<file path="src/rtl/matrix_mem_pkg.sv">
// Shared types and constants for the matrix multiplier's memory-side responder.
// Stall LFSR constants are only consumed when MATRIX_MEM_STALL_EN is defined.
package matrix_mem_pkg;

    typedef enum logic [1:0] {
        IDLE = 2'd0,
        WAIT = 2'd1,
        RESP = 2'd2
    } mm_state_t;

    localparam logic [31:0] ERR_DATA   = 32'hDEAD_BEEF;
    localparam int          WORD_BYTES = 4;

    // x^4 + x^3 + 1, shifted left with feedback into bit 0
    localparam logic [3:0]  LFSR_SEED  = 4'b1001;
    localparam logic [3:0]  LFSR_TAPS  = 4'b1100;

    function automatic logic [3:0] lfsr_next(input logic [3:0] s);
        return {s[2:0], ^(s & LFSR_TAPS)};
    endfunction

endpackage

</file>
<file path="src/rtl/matrix_mem_ram.sv">
// Single-port synchronous word RAM, DEPTH x 32, read data registered (1-cycle read).
module matrix_mem_ram #(
    parameter int DEPTH = 64,
    parameter int AW    = $clog2(DEPTH)
) (
    input  logic          clk,
    input  logic          i_en,
    input  logic          i_we,
    input  logic [AW-1:0] i_addr,
    input  logic [31:0]   i_wdata,
    output logic [31:0]   o_rdata
);

    logic [31:0] r_mem [DEPTH];
    logic [31:0] r_rdata;

    always_ff @(posedge clk) begin
        if (i_en) begin
            if (i_we) begin
                r_mem[i_addr] <= i_wdata;
            end else begin
                r_rdata <= r_mem[i_addr];
            end
        end
    end

    assign o_rdata = r_rdata;

endmodule

</file>
<file path="src/rtl/matrix_mem_responder.sv">
// Word-transaction memory responder with backdoor port; done pulses LATENCY cycles after accept.
// Optional MATRIX_MEM_STALL_EN adds LFSR-driven extra wait cycles.
module matrix_mem_responder
    import matrix_mem_pkg::*;
#(
    parameter int          DEPTH     = 64,
    parameter logic [31:0] BASE_ADDR = 32'h0000_0000,
    parameter int          LATENCY   = 2
) (
    input  logic                     clk,
    input  logic                     rst,
    input  logic                     start_memory_transaction,
    input  logic                     mem_we,
    input  logic [31:0]              address_in,
    input  logic [31:0]              data_in,
    output logic [31:0]              data_out,
    output logic                     done_memory_transaction,
    output logic                     err,
    input  logic                     bk_en,
    input  logic                     bk_we,
    input  logic [$clog2(DEPTH)-1:0] bk_addr,
    input  logic [31:0]              bk_wdata,
    output logic [31:0]              bk_rdata
);

    localparam int          AW    = $clog2(DEPTH);
    localparam logic [31:0] RANGE = 32'(WORD_BYTES * DEPTH);
    localparam logic [4:0]  LAT   = 5'(LATENCY);

    mm_state_t   r_state, w_state_nxt;
    logic [3:0]  r_cnt, w_cnt_nxt;
    logic [31:0] r_addr, r_wdata, r_dout, r_bk_hold;
    logic        r_we, r_resp_rd, r_resp_bad, r_err, r_bk_vld;

    logic          w_idle, w_issue, w_step, w_cnt_done, w_bad, w_we;
    logic [31:0]   w_addr, w_wdata, w_offset, w_ram_rdata, w_ram_wdata, w_resp_data;
    logic          w_ram_en, w_ram_we;
    logic [AW-1:0] w_ram_addr;

`ifdef MATRIX_MEM_STALL_EN
    logic [3:0] r_lfsr;

    always_ff @(posedge clk or posedge rst) begin
        if (rst) begin
            r_lfsr <= LFSR_SEED;
        end else begin
            r_lfsr <= lfsr_next(r_lfsr);
        end
    end

    assign w_step = r_lfsr[0];
`else
    assign w_step = 1'b1;
`endif

    // In IDLE the access may issue straight from the inputs (LATENCY == 1)
    assign w_idle     = (r_state == IDLE);
    assign w_addr     = w_idle ? address_in : r_addr;
    assign w_we       = w_idle ? mem_we     : r_we;
    assign w_wdata    = w_idle ? data_in    : r_wdata;
    assign w_offset   = w_addr - BASE_ADDR;
    assign w_bad      = (w_offset[1:0] != 2'b00) || (w_offset >= RANGE);
    assign w_cnt_done = ({1'b0, r_cnt} + 5'd2) >= LAT;

    always_comb begin
        w_state_nxt = r_state;
        w_cnt_nxt   = r_cnt;
        w_issue     = 1'b0;
        case (r_state)
            IDLE: begin
                if (start_memory_transaction) begin
                    w_cnt_nxt = '0;
                    if (LATENCY == 1 && !bk_en) begin
                        w_issue     = 1'b1;
                        w_state_nxt = RESP;
                    end else begin
                        w_state_nxt = WAIT;
                    end
                end
            end
            WAIT: begin
                if (w_step) begin
                    if (!w_cnt_done) begin
                        w_cnt_nxt = r_cnt + 4'd1;
                    end else if (!bk_en) begin
                        w_issue     = 1'b1;
                        w_state_nxt = RESP;
                    end
                end
            end
            RESP:    w_state_nxt = IDLE;
            default: w_state_nxt = IDLE;
        endcase
    end

    // The RAM access is issued on the edge entering RESP so registered read data lands in RESP
    assign w_ram_en    = bk_en || (w_issue && !w_bad);
    assign w_ram_we    = bk_en ? bk_we    : w_we;
    assign w_ram_addr  = bk_en ? bk_addr  : w_offset[2 +: AW];
    assign w_ram_wdata = bk_en ? bk_wdata : w_wdata;

    matrix_mem_ram #(
        .DEPTH (DEPTH),
        .AW    (AW)
    ) u_ram (
        .clk     (clk),
        .i_en    (w_ram_en),
        .i_we    (w_ram_we),
        .i_addr  (w_ram_addr),
        .i_wdata (w_ram_wdata),
        .o_rdata (w_ram_rdata)
    );

    always_ff @(posedge clk or posedge rst) begin
        if (rst) begin
            r_state    <= IDLE;
            r_cnt      <= '0;
            r_addr     <= '0;
            r_we       <= 1'b0;
            r_wdata    <= '0;
            r_resp_rd  <= 1'b0;
            r_resp_bad <= 1'b0;
            r_err      <= 1'b0;
            r_dout     <= '0;
            r_bk_vld   <= 1'b0;
            r_bk_hold  <= '0;
        end else begin
            r_state  <= w_state_nxt;
            r_cnt    <= w_cnt_nxt;
            r_bk_vld <= bk_en && !bk_we;
            if (w_idle && start_memory_transaction) begin
                r_addr  <= address_in;
                r_we    <= mem_we;
                r_wdata <= data_in;
            end
            if (w_issue) begin
                r_resp_rd  <= !w_we;
                r_resp_bad <= w_bad;
                if (w_bad) begin
                    r_err <= 1'b1;
                end
            end
            if (r_state == RESP && r_resp_rd) begin
                r_dout <= w_resp_data;
            end
            if (r_bk_vld) begin
                r_bk_hold <= w_ram_rdata;
            end
        end
    end

    assign w_resp_data             = r_resp_bad ? ERR_DATA : w_ram_rdata;
    assign done_memory_transaction = (r_state == RESP);
    assign data_out                = (r_state == RESP && r_resp_rd) ? w_resp_data : r_dout;
    assign err                     = r_err;
    assign bk_rdata                = r_bk_vld ? w_ram_rdata : r_bk_hold;

endmodule

</file>
<file path="config.mk">
export PLATFORM = sky130hd
export DESIGN_NAME = matrix_mem_responder
export DESIGN_NICKNAME = d
export VERILOG_FILES = /design/src/rtl/matrix_mem_pkg.sv /design/src/rtl/matrix_mem_ram.sv /design/src/rtl/matrix_mem_responder.sv
export SDC_FILE = /design/constraint.sdc
export NUM_CORES = 2
export LEC_CHECK = 0
export BUFFER_PORTS_ARGS = -buffer_cell sky130_fd_sc_hd__clkbuf_2
export CAP_MARGIN = 0
export CORE_ASPECT_RATIO = 0.9
export CORE_UTILIZATION = 37
export CTS_CLUSTER_SIZE = 24
export DETAILED_ROUTE_END_ITERATION = 8
export GPL_ROUTABILITY_DRIVEN = 0
export PLACE_DENSITY = 0.56
export SYNTH_ARGS = -nofsm -noshare
export SYNTH_HDL_FRONTEND = slang
export SYNTH_SLANG_ARGS = --single-unit
</file>
<file path="constraint.sdc">
create_clock -name clk -period 5.33 [get_ports clk]
set_input_delay 0.533 -clock clk [delete_from_list [all_inputs] [get_ports clk]]
set_output_delay 0.533 -clock clk [all_outputs]
set_load 0.02 [all_outputs]
</file>
Word level (Yosys, flattened, before mapping)
Memories as Yosys holds them, arrays and structs flattened. A register that Yosys moved wholly into a read port is not among the register bits.
Cells that the tools add are included.
{ "op_classes": {"add_sub_neg": 2, "magnitude_cmp": 2, "n_eq_ne": 6, "n_mux": 22, "bitwise": 1, "reduce_logical": 16} }
{ "ops": {"columns": ["op", "n"], "rows": [
  ["two-way mux 32 bit", 6],
  [">= comparator 32 x 9 -> 1 bit (second input constant)", 1],
  ["two-way mux 1 bit", 8],
  ["two-way mux 4 bit", 2],
  ["inequality test 2 bit (second input constant)", 4],
  ["one-hot mux 4 bit (2 select lines)", 1],
  ["two-way mux 2 bit", 3],
  ["two-way mux 6 bit", 1],
  ["AND reduction 3 bit", 2],
  ["adder 4 x 2 -> 5 bit (second input constant)", 1],
  [">= comparator 5 x 2 -> 1 bit (second input constant)", 1],
  ["adder 4 x 1 -> 4 bit (second input constant)", 1],
  ["logical AND 1 bit", 4],
  ["one-hot mux 2 bit (2 select lines)", 1],
  ["AND reduction 2 bit", 2],
  ["nonzero test 2 bit", 2],
  ["zero test 1 bit", 3],
  ["== test 2 x 1 -> 1 bit (second input constant)", 1],
  ["== test 2 bit (second input constant)", 1],
  ["zero test 2 bit", 1],
  ["logical OR 1 bit", 2],
  ["NOT 1 bit", 1]
]} }
{ "word_totals": {"register_bits": 139, "ramBits": 2048, "input_bits": 108, "output_inout_bits": 66, "memories": 1} }
{ "mem_list": {"columns": ["memory", "words", "word_bits", "read_ports", "rd_clocked_by_memory_dff", "wr", "line", "rtl"], "rows": [
  ["u_ram.r_mem", 64, 32, 1, 1, 1, "matrix_mem_ram.sv:14", "logic [31:0] r_mem [DEPTH];"]
]} }

Depth between registers and ports, before layout
{ "logic_depth": {"depth_word": 9, "mapped_depth": 14} }

Modules after synthesis
Synthesis repeated with hierarchy kept, for this count alone.
{ "hier_totals": {"cells_unflattened": 5114, "area_unflattened_um2": 84838.9} }
{ "by_module_without_submodules": {"columns": ["mod", "n_inst", "cells_each", "area_per_inst_um2", "seq_area_each_um2"], "rows": [
  ["matrix_mem_ram", 1, 4436, 78496.5, 62459.9],
  ["matrix_mem_responder", 1, 678, 6342.3, 3478.3]
]} }

Worst setup path after synthesis
Ideal clock, no wire load.
{ "synth_timing": {"path_kind": "register -> register", "start": "register r_state[0]", "end": "memory u_ram.r_mem[0][10], data pin", "setup_time_ns": 0.702, "arrival_ns": 4.100, "t_required_ns": 4.628, "slack_ns": 0.528, "stages_incl_launch_ff": 7, "path_buffers": 3, "cell_sequence": "dfrtp_1 buf_2 nor2_4 buf_2 buf_1 mux2i_1 o21ai_0"} }
{ "synth_via": {"elab_chain_len": 3} }
{ "synth_rtl": {"columns": ["element", "line", "rtl"], "rows": [
  ["start: declaration", "matrix_mem_responder.sv:30", "mm_state_t r_state, w_state_nxt;"],
  ["start signal: assignment", "matrix_mem_responder.sv:128", "r_state <= w_state_nxt;"],
  ["zero test 2 bit", "matrix_mem_responder.sv:57", "assign w_idle = (r_state == IDLE);"],
  ["two-way mux 32 bit", "matrix_mem_responder.sv:60", "assign w_wdata = w_idle ? data_in : r_wdata;"],
  ["two-way mux 32 bit", "matrix_mem_responder.sv:100", "assign w_ram_wdata = bk_en ? bk_wdata : w_wdata;"],
  ["via u_ram.i_wdata[10]", "matrix_mem_ram.sv:10", "input logic [31:0] i_wdata,"],
  ["end: declaration", "matrix_mem_ram.sv:14", null]
]} }
The timed path passes the listed nets, and every way through them passes these cells.

Final worst setup path
{ "layout_timing": {"start": "register r_state[1]", "end": "register u_ram.r_rdata[21], in the netlist u_ram.o_rdata[21] (read register of u_ram.r_mem), data pin"} }
{ "layout_via": {"elab_chain_len": 8, "elab_cells_between_ends": 15, "cone_classes": "order compare: 1; eq/ne: 1; mux: 5; bitwise: 1; reduce/logical: 7"} }
{ "layout_rtl": {"columns": ["element", "line", "rtl"], "rows": [
  ["zero test 2 bit", "matrix_mem_responder.sv:57", null],
  ["two-way mux 32 bit", "matrix_mem_responder.sv:58", "assign w_addr = w_idle ? address_in : r_addr;"],
  [">= comparator 32 x 9 -> 1 bit or nonzero test 2 bit (tied branches)", "matrix_mem_responder.sv:62", "assign w_bad = (w_offset[1:0] != 2'b00) || (w_offset >= RANGE);"],
  ["logical OR 1 bit", "matrix_mem_responder.sv:62", null],
  ["zero test 1 bit", "matrix_mem_responder.sv:97", "assign w_ram_en = bk_en || (w_issue && !w_bad);"],
  ["logical AND 1 bit", "matrix_mem_responder.sv:97", null],
  ["logical OR 1 bit", "matrix_mem_responder.sv:97", null],
  ["AND reduction 2 bit (no source line)", null, null],
  ["end: declaration", "matrix_mem_ram.sv:15", "logic [31:0] r_rdata;"]
]} }
Several ways; a longest one is shown, not always the timed one.
A chain may end at the register's enable or synchronous reset.

==> flow_summary.ini <==
[outcome]
status = finished, final reports clean

[routing]
highest_layer = met5
routed_via_density = 5.830
wl_per_cell_um = 30.53
drtIter0Drc = 7580
ant_nets = 0
route.detailed.drc = 0
m1WireLength_um = 116700
vias = 52660
wl_met2_um = 120700
dr.pass1.iters = 9
routed-wl-met3_um = 30590
wl_um = 275800

[timing]
setup_violations = 0
fmax_ghz = 0.1928
maxSlewHeadroom_pct = 9.643
hold_viol = 0
finalCritPeriodShare_pct = 97.32
rsz0062_at_grt = no
slew_violations = 0
clock-skew-final_ns = 0.04970
setup_tns_ns = 0
post-route-min-period_ns = 5.187
timing.final.ws_setup_ns = 0.1431
worst_pin_slew_ns = 1.355

[hold_path]
hold_class = in2reg
hold_start = bk_wdata[2]
min_path_cells = 3
hold_end = u_ram.r_mem[28][2]

[logic_synthesis]
syn_inst = 5391
async_flop_share_pct = 6.264
yosys_warnings = 0
synthFlopType = edfxtp_1
synth_area_leaders = edfxtp_1 74%, dfrtp_1 4.1%, nand2_1 3.1%
yosysTopAreaCellShare_pct = 73.91
synth_seq_area_share_pct = 78.02
yosysMostFrequentCell = edfxtp_1
yosysUniqueCellTypes = 68
yosysTopAreaCell = edfxtp_1
synth_nets = 5502
synth_area_per_cell_um2 = 15.68
synth_commonest_cells = 2080 x edfxtp_1, 703 x nand2_1, 313 x a22oi_1
ys_seq_elements = 2219
synth-edff-count = 2080
synth_area_um2 = 84510

[setup_path]
cp_max_fo = 37
crit_path_start_kind = flop
crit_path_end_kind = flop
rrSetupSlack_ns = 0.14
arrival_ns = 5.74
critPathKind = reg2reg
r2r-start = r_state[1]
r2r_end = u_ram.o_rdata[21]
ff2ff_path_depth = 11
cp.required_ns = 5.88

[floorplanning]
dieArea_um2 = 230300
initial_utilization_pct = 37.19
die_width_um = 505.8
die_h_um = 455.4
io_pins = 174
num_rows = 166
core_area_um2 = 227200

[power]
power.internal_uw = 31270
combPwrFrac_pct = 21.2
peakVddDrop_mv = 0.3675
total_power_uw = 45040
p_leak_uw = 0.03280
powerDensity_nw_per_um2 = 452.1
netSwitchingFraction_pct = 30.57
p_sw_uw = 13770
seqPwrFrac_pct = 46.5
pwr-share-clk_pct = 32.3

[clock_tree]
htree_levels = 4
numCtsBuffers = 210
cts_tree = built
post-cts-setup-buffer-count = 0
clock_latency_ns = 0.86
cts.sinks = 2219
clockBufferDepth = 3
cts.clk_slew.worst_paths_ns = 0.07
clock-root-buffer = clkbuf_16

[grt]
antenna_found_initial = 19
grt_pass1_wl_um = 385800
grt_pass1_vias = 50230
grt_overflow = 0
grt_max_degree = 111
grt_use_total_pct = 23.50

[cells_and_area]
nets = 5946
fillers = 20000
syn2layout_area_growth_pct = 17.88
drive_above_1_share_pct = 16.79

[job]
cap_violations = 0

[placed_design]
io_buffers = 173
dpl.hpwl_um = 167300
place_ws_ns = -0.04677
## worst max path at each step
stage                          to  slack, ns           from
2_1_floorplan  u_ram.r_mem[0][10]       0.53     r_state[0]
3_3_place_gp     u_ram.o_rdata[5]       0.03  address_in[2]
3_5_place_dp    u_ram.o_rdata[21]      -0.05          bk_en
4_1_cts         u_ram.o_rdata[21]       0.27     r_state[0]
5_1_grt         u_ram.o_rdata[21]       0.11     r_state[0]
6_report        u_ram.o_rdata[21]       0.14     r_state[1]
## through the flow
step | util, % | area [um2] | hold WS [ns] | std cells
after CTS | 43.84 | 99610 | 0.1007 | 9027
after global placement | 40.64 | 92350 | 0.4560 | 8578
after global routing | 43.84 | 99610 | 0.1612 | 9027
after floorplan | - | 84510 | 0.4374 | 5391
final | 43.84 | 99620 | 0.1644 | 9032
after detailed placement | 40.65 | 92370 | 0.4614 | 8580
## worst max-delay path, cell delays in order (launching register included)
cell and delay [ns]:
dfrtp_1 0.51, o21a_1 0.27, o31ai_4 0.81, buf_4 0.32, nor3_4 0.06, buf_12 0.20
a22oi_1 0.19, a41oi_1 0.17, a2111oi_1 1.04, buf_4 0.25, nand3_1 0.40, or4_1 0.58
## timing repair
item,in CTS,in global routing
endpoints found under the setup margin,1,0
resized for setup,1,0
hold buffers,67,0
endpoints found under the hold margin,167,0
## metal layers
| metal | track usage (%) | vias to the layer above |
|---|---|---|
| met5 | 0 | - |
| met4 | 6.830 | 12 |
| met3 | 5.689 | 401 |
| met2 | 35.16 | 3034 |
| met1 | 33.92 | 27080 |
| li1 | - | 22140 |
## cell type report
| cell class | instances | area [um2] | area share [%] |
|---|---|---|---|
| Antenna cell | 5 | 12.51 | 0.01256 |
| Timing Repair Buffer | 582 | 5220 | 5.240 |
| Multi-Input combinational cell | 2818 | 18080 | 18.15 |
| Tap cell | 3024 | 3784 | 3.798 |
| Clock inverter | 112 | 987.2 | 0.9910 |
| Inverter | 4 | 20.02 | 0.02010 |
| Sequential cell | 2219 | 65940 | 66.19 |
| Clock buffer | 268 | 5577 | 5.598 |
## cells in the final DEF (no fill, tap or decap), drive strengths merged, types with 5 or more instances in the layout
| master | n |
|---|---|
| a2111oi | 26 |
| a211oi | 44 |
| a21oi | 237 |
| a221oi | 91 |
| a222oi | 48 |
| a22o | 19 |
| a22oi | 313 |
| a31oi | 120 |
| a32oi | 15 |
| a41oi | 26 |
| buf | 342 |
| bufinv | 15 |
| clkbuf | 440 |
| clkinv | 88 |
| dfrtp | 139 |
| diode | 5 |
| dlygate4sd3 | 67 |
| edfxtp | 2080 |
| inv | 9 |
| mux2 | 68 |
| mux2i | 217 |
| mux4 | 11 |
| nand2 | 703 |
| nand2b | 16 |
| nand3 | 152 |
| nand4 | 10 |
| nor2 | 247 |
| nor3 | 58 |
| nor4 | 14 |
| o21ai | 247 |
| o22ai | 45 |
| or4 | 30 |
## state kept, by name, indices dropped and copies added, names as in the netlist, 2 cells and up
register       cells
r_state            2
u_ram.o_rdata     32
r_bk_hold         32
r_addr            32
r_cnt              4
r_dout            32
r_wdata           32
u_ram.r_mem     2048
## cells by family (layout without fill, tap and decap cells)
logic type               count (synthesis)  in the layout  share of synthesized area [%]
flip-flops                            2219           2219                          78.02
AO/OA/AOI/OAI                         1270           1270                          10.10
AND/OR/NAND/NOR                       1248           1248                          6.245
buffers and inverters                  354            966                          1.802
multiplexers                           296            296                          3.769
adder cells (fa/ha/maj)                  3              3                        0.04442
XOR/XNOR                                 1              1                        0.01037
other                                    0              5                              0
## power groups by stage
stage               Clock, uW  Sequential [uW]  Combinational (uW)
finish                  14500            20900                9560
global route            15400            21000               10000
CTS                     14700            20900                9420
detailed placement          0            21300                9360
global placement            0            21300                9260
floorplan                   0            21200                4850
No activity file was read; power rests on OpenSTA's default activity.
